==> src/rtl/pipe_ctrl_pkg.sv <==
// Shared definitions for the pipeline controller: FSM encoding, default depth
// and stage-index constants.
package pipe_ctrl_pkg;

  localparam int NSTAGE_DEF = 6;
  localparam int StallBus   = NSTAGE_DEF;

  localparam int STG_PC  = 0;
  localparam int STG_IF  = 1;
  localparam int STG_ID  = 2;
  localparam int STG_EX  = 3;
  localparam int STG_MEM = 4;
  localparam int STG_WB  = 5;

  typedef enum logic {
    ST_RUN   = 1'b0,
    ST_FLUSH = 1'b1
  } state_e;

endpackage

==> src/rtl/pipe_ctrl_prio_enc.sv <==
// Highest-set-bit priority encoder; the most downstream stalling stage wins.
module prio_enc #(
  parameter int N     = 6,
  parameter int IDX_W = 3
) (
  input  logic [N-1:0]     req_i,
  output logic [IDX_W-1:0] idx_o,
  output logic             any_o
);

  always_comb begin
    idx_o = '0;
    any_o = 1'b0;
    // Ascending scan so a later (higher) set bit overwrites earlier ones.
    for (int i = 0; i < N; i++) begin
      if (req_i[i]) begin
        idx_o = IDX_W'(i);
        any_o = 1'b1;
      end
    end
  end

endmodule

==> src/rtl/pipe_ctrl.sv <==
// Pipeline hazard controller: stall/bubble generation and exception flush FSM.
// Optional saturating perf counters are enabled by PIPE_CTRL_PERF_EN.
module pipe_ctrl
  import pipe_ctrl_pkg::*;
#(
  parameter int NSTAGE       = StallBus,
  parameter int FLUSH_CYCLES = 1,
  parameter int PC_W         = 32
) (
  input  logic              clk,
  input  logic              rst,
  input  logic [NSTAGE-1:0] stallreq,
  input  logic              except_req,
  input  logic [PC_W-1:0]   except_pc,
  output logic [NSTAGE-1:0] stall,
  output logic [NSTAGE-1:0] bubble,
  output logic [NSTAGE-1:0] flush,
  output logic              redirect_valid,
  output logic [PC_W-1:0]   redirect_pc,
  output logic              busy
`ifdef PIPE_CTRL_PERF_EN
  ,
  output logic [31:0]       stall_cycles,
  output logic [15:0]       flush_events
`endif
);

  localparam int         IDX_W    = (NSTAGE > 1) ? $clog2(NSTAGE) : 1;
  localparam logic [3:0] CNT_LOAD = 4'(FLUSH_CYCLES - 1);

  state_e            state_q, state_d;
  logic [3:0]        cnt_q, cnt_d;
  logic [PC_W-1:0]   pc_q, pc_d;
  logic [IDX_W-1:0]  hi_idx;
  logic              hi_any;

  prio_enc #(
    .N     (NSTAGE),
    .IDX_W (IDX_W)
  ) u_prio_enc (
    .req_i (stallreq),
    .idx_o (hi_idx),
    .any_o (hi_any)
  );

  always_comb begin
    int k;
    k              = int'(hi_idx);
    state_d        = state_q;
    cnt_d          = cnt_q;
    pc_d           = pc_q;
    stall          = '0;
    bubble         = '0;
    flush          = '0;
    redirect_valid = 1'b0;
    busy           = 1'b0;
    // Outputs stay quiet while rst is low; the register block handles reset state.
    if (rst) begin
      case (state_q)
        ST_RUN: begin
          if (except_req) begin
            state_d = ST_FLUSH;
            cnt_d   = CNT_LOAD;
            pc_d    = except_pc;
          end else if (hi_any) begin
            for (int i = 0; i < NSTAGE; i++) begin
              if (i <= k)     stall[i]  = 1'b1;
              if (i == k + 1) bubble[i] = 1'b1;
            end
          end
        end
        ST_FLUSH: begin
          flush          = '1;
          busy           = 1'b1;
          // Counter sits at its load value only in the first cycle of a (re)started flush.
          redirect_valid = (cnt_q == CNT_LOAD);
          if (except_req) begin
            cnt_d = CNT_LOAD;
            pc_d  = except_pc;
          end else if (cnt_q == 4'd0) begin
            state_d = ST_RUN;
          end else begin
            cnt_d = cnt_q - 4'd1;
          end
        end
        default: state_d = ST_RUN;
      endcase
    end
  end

  always_ff @(posedge clk) begin
    if (!rst) begin
      state_q <= ST_RUN;
      cnt_q   <= 4'd0;
      pc_q    <= '0;
    end else begin
      state_q <= state_d;
      cnt_q   <= cnt_d;
      pc_q    <= pc_d;
    end
  end

  assign redirect_pc = pc_q;

`ifdef PIPE_CTRL_PERF_EN
  logic [31:0] stall_cycles_q;
  logic [15:0] flush_events_q;

  always_ff @(posedge clk) begin
    if (!rst) begin
      stall_cycles_q <= '0;
      flush_events_q <= '0;
    end else begin
      if ((|stall) && (stall_cycles_q != '1)) stall_cycles_q <= stall_cycles_q + 32'd1;
      if (except_req && (flush_events_q != '1)) flush_events_q <= flush_events_q + 16'd1;
    end
  end

  assign stall_cycles = stall_cycles_q;
  assign flush_events = flush_events_q;
`endif

endmodule
==> config.mk <==
export PLATFORM = sky130hd
export DESIGN_NAME = pipe_ctrl
export DESIGN_NICKNAME = d
export VERILOG_FILES = /design/src/rtl/pipe_ctrl_pkg.sv /design/src/rtl/pipe_ctrl_prio_enc.sv /design/src/rtl/pipe_ctrl.sv
export SDC_FILE = /design/constraint.sdc
export NUM_CORES = 1
export LEC_CHECK = 0
export BUFFER_PORTS_ARGS = -buffer_cell sky130_fd_sc_hd__buf_2
export CAP_MARGIN = 15
export CORE_UTILIZATION = 47
export DETAILED_ROUTE_END_ITERATION = 12
export HOLD_SLACK_MARGIN = 0.05
export PLACE_DENSITY = 0.82
export SETUP_SLACK_MARGIN = 0.02
export SYNTH_ARGS = -nofsm -noshare
export SYNTH_HDL_FRONTEND = slang
export SYNTH_SLANG_ARGS = --single-unit
==> constraint.sdc <==
create_clock -name clk -period 3.7 [get_ports clk]
set_input_delay 0.185 -clock clk [delete_from_list [all_inputs] [get_ports clk]]
set_output_delay 0.185 -clock clk [all_outputs]
set_load 0.01 [all_outputs]
[Yosys cells after proc, flatten, opt, wreduce, memory -nomap -nowiden]
Index checks and enable logic that the tools add are counted.
Storage, ports and cells
  flip-flop bits (word level): 37
  latch bits: 0
  RAM bits: 0
  ROM bits: 0
  logic and storage cells: 66
  memories kept: 0
Operators by class
  add/sub/neg operators: 2
  $mul: 0
  div/mod/pow operators: 0
  $lt $le $gt $ge: 5
  equal/unequal tests: 7
  shift operators: 0
  mux-type cells: 45
  bitwise logic cells: 1
  reduce and logical (&&, ||, !) cells: 3
Operators with widths (number)
  equality test 3 x 32 -> 1 bit, first input constant: 2
  2-to-1 mux 6 bit: 10
  equality test 2 x 32 -> 1 bit, first input constant: 1
  equality test 4 x 32 -> 1 bit, first input constant: 1
  logical NOT 32 bit: 1
  2-to-1 mux 32 bit: 1
  2-to-1 mux 1 bit: 25
  2-to-1 mux 4 bit: 3
  one-hot mux 4 bit (2 select lines): 1
  less-or-equal comparator 2 x 3 -> 1 bit, first input constant: 2
  less-or-equal comparator 3 bit, first input constant: 2
  2-to-1 mux 3 bit: 2
  adder 3 x 1 -> 4 bit, second input constant: 1
  equality test 3 x 4 -> 1 bit, first input constant: 1
  logical NOT 4 bit: 1
  2-to-1 mux 2 bit: 2
  subtractor 4 x 1 -> 4 bit, second input constant: 1
  less-or-equal comparator 1 x 3 -> 1 bit, first input constant: 1
  != test 3 bit, second input constant: 1
  != test 2 bit, second input constant: 1
  one-hot mux 1 bit (2 select lines): 1
  AND reduction 2 bit: 1
  inverter 1 bit: 1

[Longest topological paths before layout]
  word-level depth: 12
  mapped depth: 5
  mapped depth without buffers: 5

[Modules after synthesis]
A second synthesis with hierarchy kept.
Unflattened totals
  cell total of the unflattened synthesis: 167
  area, all modules: 1659.1 um2
Modules (own cells, without submodules)
  pipe_ctrl: instances 1, cells each 159, area each 1617.8 um2, seq. area each 740.7 um2
  prio_enc: instances 1, cells each 8, area each 41.3 um2, seq. area each 0.0 um2

[Worst setup path after synthesis]
Ideal clock, no wire load.
  path type: register to register
  from: register cnt_q[0]
  to: register state_q
  library setup time: 0.115 ns
  data arrival time: 1.298 ns
  data required time: 3.585 ns
  setup slack: 2.287 ns
  cell stages (with the launch flop): 6
  buffers on the path: 0
  path through: dfxtp_1 > inv_1 > ha_1 > or3b_1 > and2_1 > o21a_1
Between the ends
  longest elaborated chain between the ends: 4
Ends and longest elaborated chain
  from (decl): RTL line pipe_ctrl.sv:32  | logic [3:0] cnt_q, cnt_d;
  from (signal assigned): RTL line pipe_ctrl.sv:98  | cnt_q <= cnt_d;
  logical NOT 4 bit: RTL line pipe_ctrl.sv:80  | end else if (cnt_q == 4'd0) begin
  2-to-1 mux 1 bit: RTL line pipe_ctrl.sv:80
  2-to-1 mux 1 bit: RTL line pipe_ctrl.sv:77  | if (except_req) begin
  one-hot mux 1 bit (2 select lines): RTL line pipe_ctrl.sv:59  | case (state_q)
  to (signal assigned): RTL line pipe_ctrl.sv:97  | state_q <= state_d;
  to (decl): RTL line pipe_ctrl.sv:31  | state_e state_q, state_d;
Every way passes these cells.
A chain may end at the register's enable or synchronous reset.

[Worst setup path in the final report]
  from: input except_req
  to: output bubble[2]
Between the ends
  longest elaborated chain between the ends: 3
Ends and longest elaborated chain
  from (decl): RTL line pipe_ctrl.sv:13  | input logic except_req,
  2-to-1 mux 6 bit: RTL line pipe_ctrl.sv:61  | if (except_req) begin
  2-to-1 mux 6 bit: RTL line pipe_ctrl.sv:59
  2-to-1 mux 6 bit: RTL line pipe_ctrl.sv:58  | if (rst) begin
  to (decl): RTL line pipe_ctrl.sv:16  | output logic [NSTAGE-1:0] bubble,
Every way passes these cells.

==> summary.md <==
• **maximum clock skew at final layout** 0.00585 ns
• **fillcell total** 322
• **cell chain of the critical path** buf_2 -> buf_4 -> nand2b_4 -> or2_1 -> nor4_4 -> buf_2
• **Worst Path Buf+Inv** 3
• **DR vias/cell** 4.68
• **die height** 61.7 um
• **Max Freq** 535 MHz
• **vias in the first global route** 1190
• **most frequent cell on the critical path** sky130_fd_sc_hd__buf_2
• **level count of the clock H-tree** 2
• **first-pass GRT wire length** 4.91 mm
• **post-layout power** 0.755 mW
• **run status** finished, final reports clean
• **Worst Setup End Kind** output pin
• **worst-skew pair later-pin latency** 0.33 ns
• **Sink Count** 37
• **final worst path period share** 50.5%
• **Final Slew Violations** 0
• **overall routed net length** 3.25 mm
• **final hold violation count** 0
• **kind of cell adding the most delay to the critical path** simple AND/OR/NAND/NOR gates
• **required time at the worst-slack endpoint** 3.51 ns
• **Hold Crit Class** in -> reg
• **Synth Area per Inst** 10.3 um2
• **Relative slew margins** 63.0%
• **register-to-register setup slack** 2.15 ns
• **synth unique cells** 31
• **total of warnings raised by yosys** 0
• **pin count of the biggest net entering global routing** 37
• **Critical R2R Launch** cnt_q[0]
• **Tightest Pin Transition** 0.555 ns
• **Total Routing Usage GR** 17.8%
• **number of synthesized register bits** 37
• **# Max-Cap Violations** 0
• **Setup Crit Path Kind** in -> out
• **Critical Path Start Type** input pin
• **Std-Cell Core Area** 0.00336 mm2
• **sum of overflow across all layers after global routing** 0
• **Max stage delay cell, worst path** sky130_fd_sc_hd__or2_1
• **count of input and output buffers** 91
• **minimum clock period after layout** 1.87 ns
• **average wire per cell in the routed design** 11.1 um
• **instance area after placement** 0.00209 mm2
• **worst r2r path cells** 5
• **launch point of the worst path** except_req
• **top library cells by usage in the layout, fill and taps aside** sky130_fd_sc_hd__buf_2, sky130_fd_sc_hd__dfxtp_1, sky130_fd_sc_hd__mux2i_1
• **fraction of the core area covered by cells at the end of the flow** 63.6%
• **Static Leakage** 1.12 nW
• **die footprint** 0.00381 mm2
• **most common cell after layout, fill and taps aside** sky130_fd_sc_hd__buf_2
• **hold bufs inserted after CTS** 0
• **Finished Cell Area** 0.00214 mm2
• **setup-violating endpoint count in the final report** 0
• **Worst path depth** 6
• **diode count** 0
• **share of final-layout standard cells stronger than drive strength 1** 41.3%
• **library cell used as clock root buffer** sky130_fd_sc_hd__clkbuf_4
• **number of nets at the end of the flow** 288
• **share of the yosys chip area belonging to registers** 44.2%
• **Crit Path Max Fanout** 35
• **Setup TNS Final** 0 ns
• **clock tree buffer depth** 2
• **horizontal extent of the die** 61.7 um
• **number of cells upsized or downsized after cts** 0
• **site row count** 21
• **Syn Inst Count** 163
• **Setup Buffers After CTS** 0
• **Initial Utilization** 49.8%
• **1st-pass router iterations** 4
• **TritonCTS clock tree** yes
• **worst stage delay on the critical path** 0.38 ns
• **clock slew at reported path FFs** 0.10 ns
• **initial DRC count** 18
• **vias after detailed routing** 1372
• **placed insts** 285
• **cts bufs inserted** 5
• **Post-Place Setup Slack** 1.82 ns
• **DRC Markers** 0
• **Syn Std Cell Area** 0.00168 mm2
• **final setup slack of the worst path** 1.83 ns
• **final hold slack** 0.109 ns
• **final weighted congestion in routability-driven placement** 0.715
• **RR Endpoint** state_q
• **detailed placer's ending HPWL** 2.42 mm
• **ratio of total power to cell area** 353 mW/mm2
• **Max IR drop VDD** 0.250 mV
• **crit path capture** bubble[2]
• **Post-Synthesis Net Count** 205
• **data arrival time of the critical path** 1.68 ns
• **unrepaired setup endpoints after global routing** no
• **antenna violations before repair** 0
• **Area growth, synth to finish** 27.6%
• **number of I/O pins** 93
• **remaining antenna violation count after routing** 0
• **final standard cell count with taps included and fillers excluded** 293
[flip-flops by register name, summed over array words and instances, names as in the netlist]
| register | cells |
|---|---|
| state_q | 1 |
| redirect_pc | 32 |
| cnt_q | 4 |
[final cells by class]
cell class	count	area [um2]	area share [%]
timing repair buffer	92	463	21.7
tap	46	57.6	2.69
clock buffer	8	48.8	2.28
inverter	4	15.0	0.702
sequential	37	741	34.6
multi-input combinational	106	813	38.0
[how the worst min path moves through the flow]
stage,cells after the start,to,from
5_1_grt,3,redirect_pc[23],except_pc[23]
3_3_place_gp,3,redirect_pc[14],except_pc[14]
6_report,3,redirect_pc[5],except_pc[5]
2_1_floorplan,1,redirect_pc[0],rst
4_1_cts,3,redirect_pc[22],except_pc[22]
3_5_place_dp,3,redirect_pc[30],except_pc[30]
[report_power, final]
part	switching, mW	internal (mW)	total, mW	leakage, nW
sequential	0.0114	0.419	0.431	0.305
combinational	0.0644	0.0649	0.129	0.793
clock	0.119	0.0758	0.195	0.0265
total	0.195	0.560	0.755	1.12
[cells in the mapped netlist (all sizes together)]
library cell  count  share of area [%]
nand3             1               0.30
ha                1               0.75
nand2             4               0.90
a211o             1               0.52
or3b              1               0.52
nor3              1               0.30
nor3b             2               0.90
or4               1               0.67
a211oi            2                1.2
clkbuf            3               0.67
buf              13                5.7
nand4b            1               0.52
and3              2               0.75
mux2i            33                 20
inv               4               0.90
nor2b            32                 12
and2              2               0.75
or2               1               0.37
a21oi             3               0.90
nor4b             2                1.9
o21a              1               0.45
nor4              2                1.6
nor2             11                2.5
dfxtp            37                 44
nand2b            1               0.82
conb              1               0.22
[worst register-to-register path, stage by stage (launching register included)]
cell	delay [ns]
sky130_fd_sc_hd__dfxtp_1	0.34
sky130_fd_sc_hd__inv_1	0.08
sky130_fd_sc_hd__ha_1	0.20
sky130_fd_sc_hd__or3b_1	0.44
sky130_fd_sc_hd__and2_1	0.22
sky130_fd_sc_hd__o21a_1	0.17
[logic make-up after synthesis]
logic type	Yosys count	share of synthesized area (%)
and+or+nand+nor	64	24.8
DFF	37	44.2
muxes	33	19.7
buffers and inverters	20	7.24
AOI/OAI and AO/OA	7	3.06
adders and majority gates	1	0.747
other	1	0.224
[metal layers]
layer  global-route usage, %  wire length (um)  vias up
met5                       0                 0        -
met4                    5.71                38        0
met3                    7.25               210        4
met2                    29.3              1570       55
met1                    21.1              1430      608
li1                        -                 -      705
(Power assumes the default switching activity.)
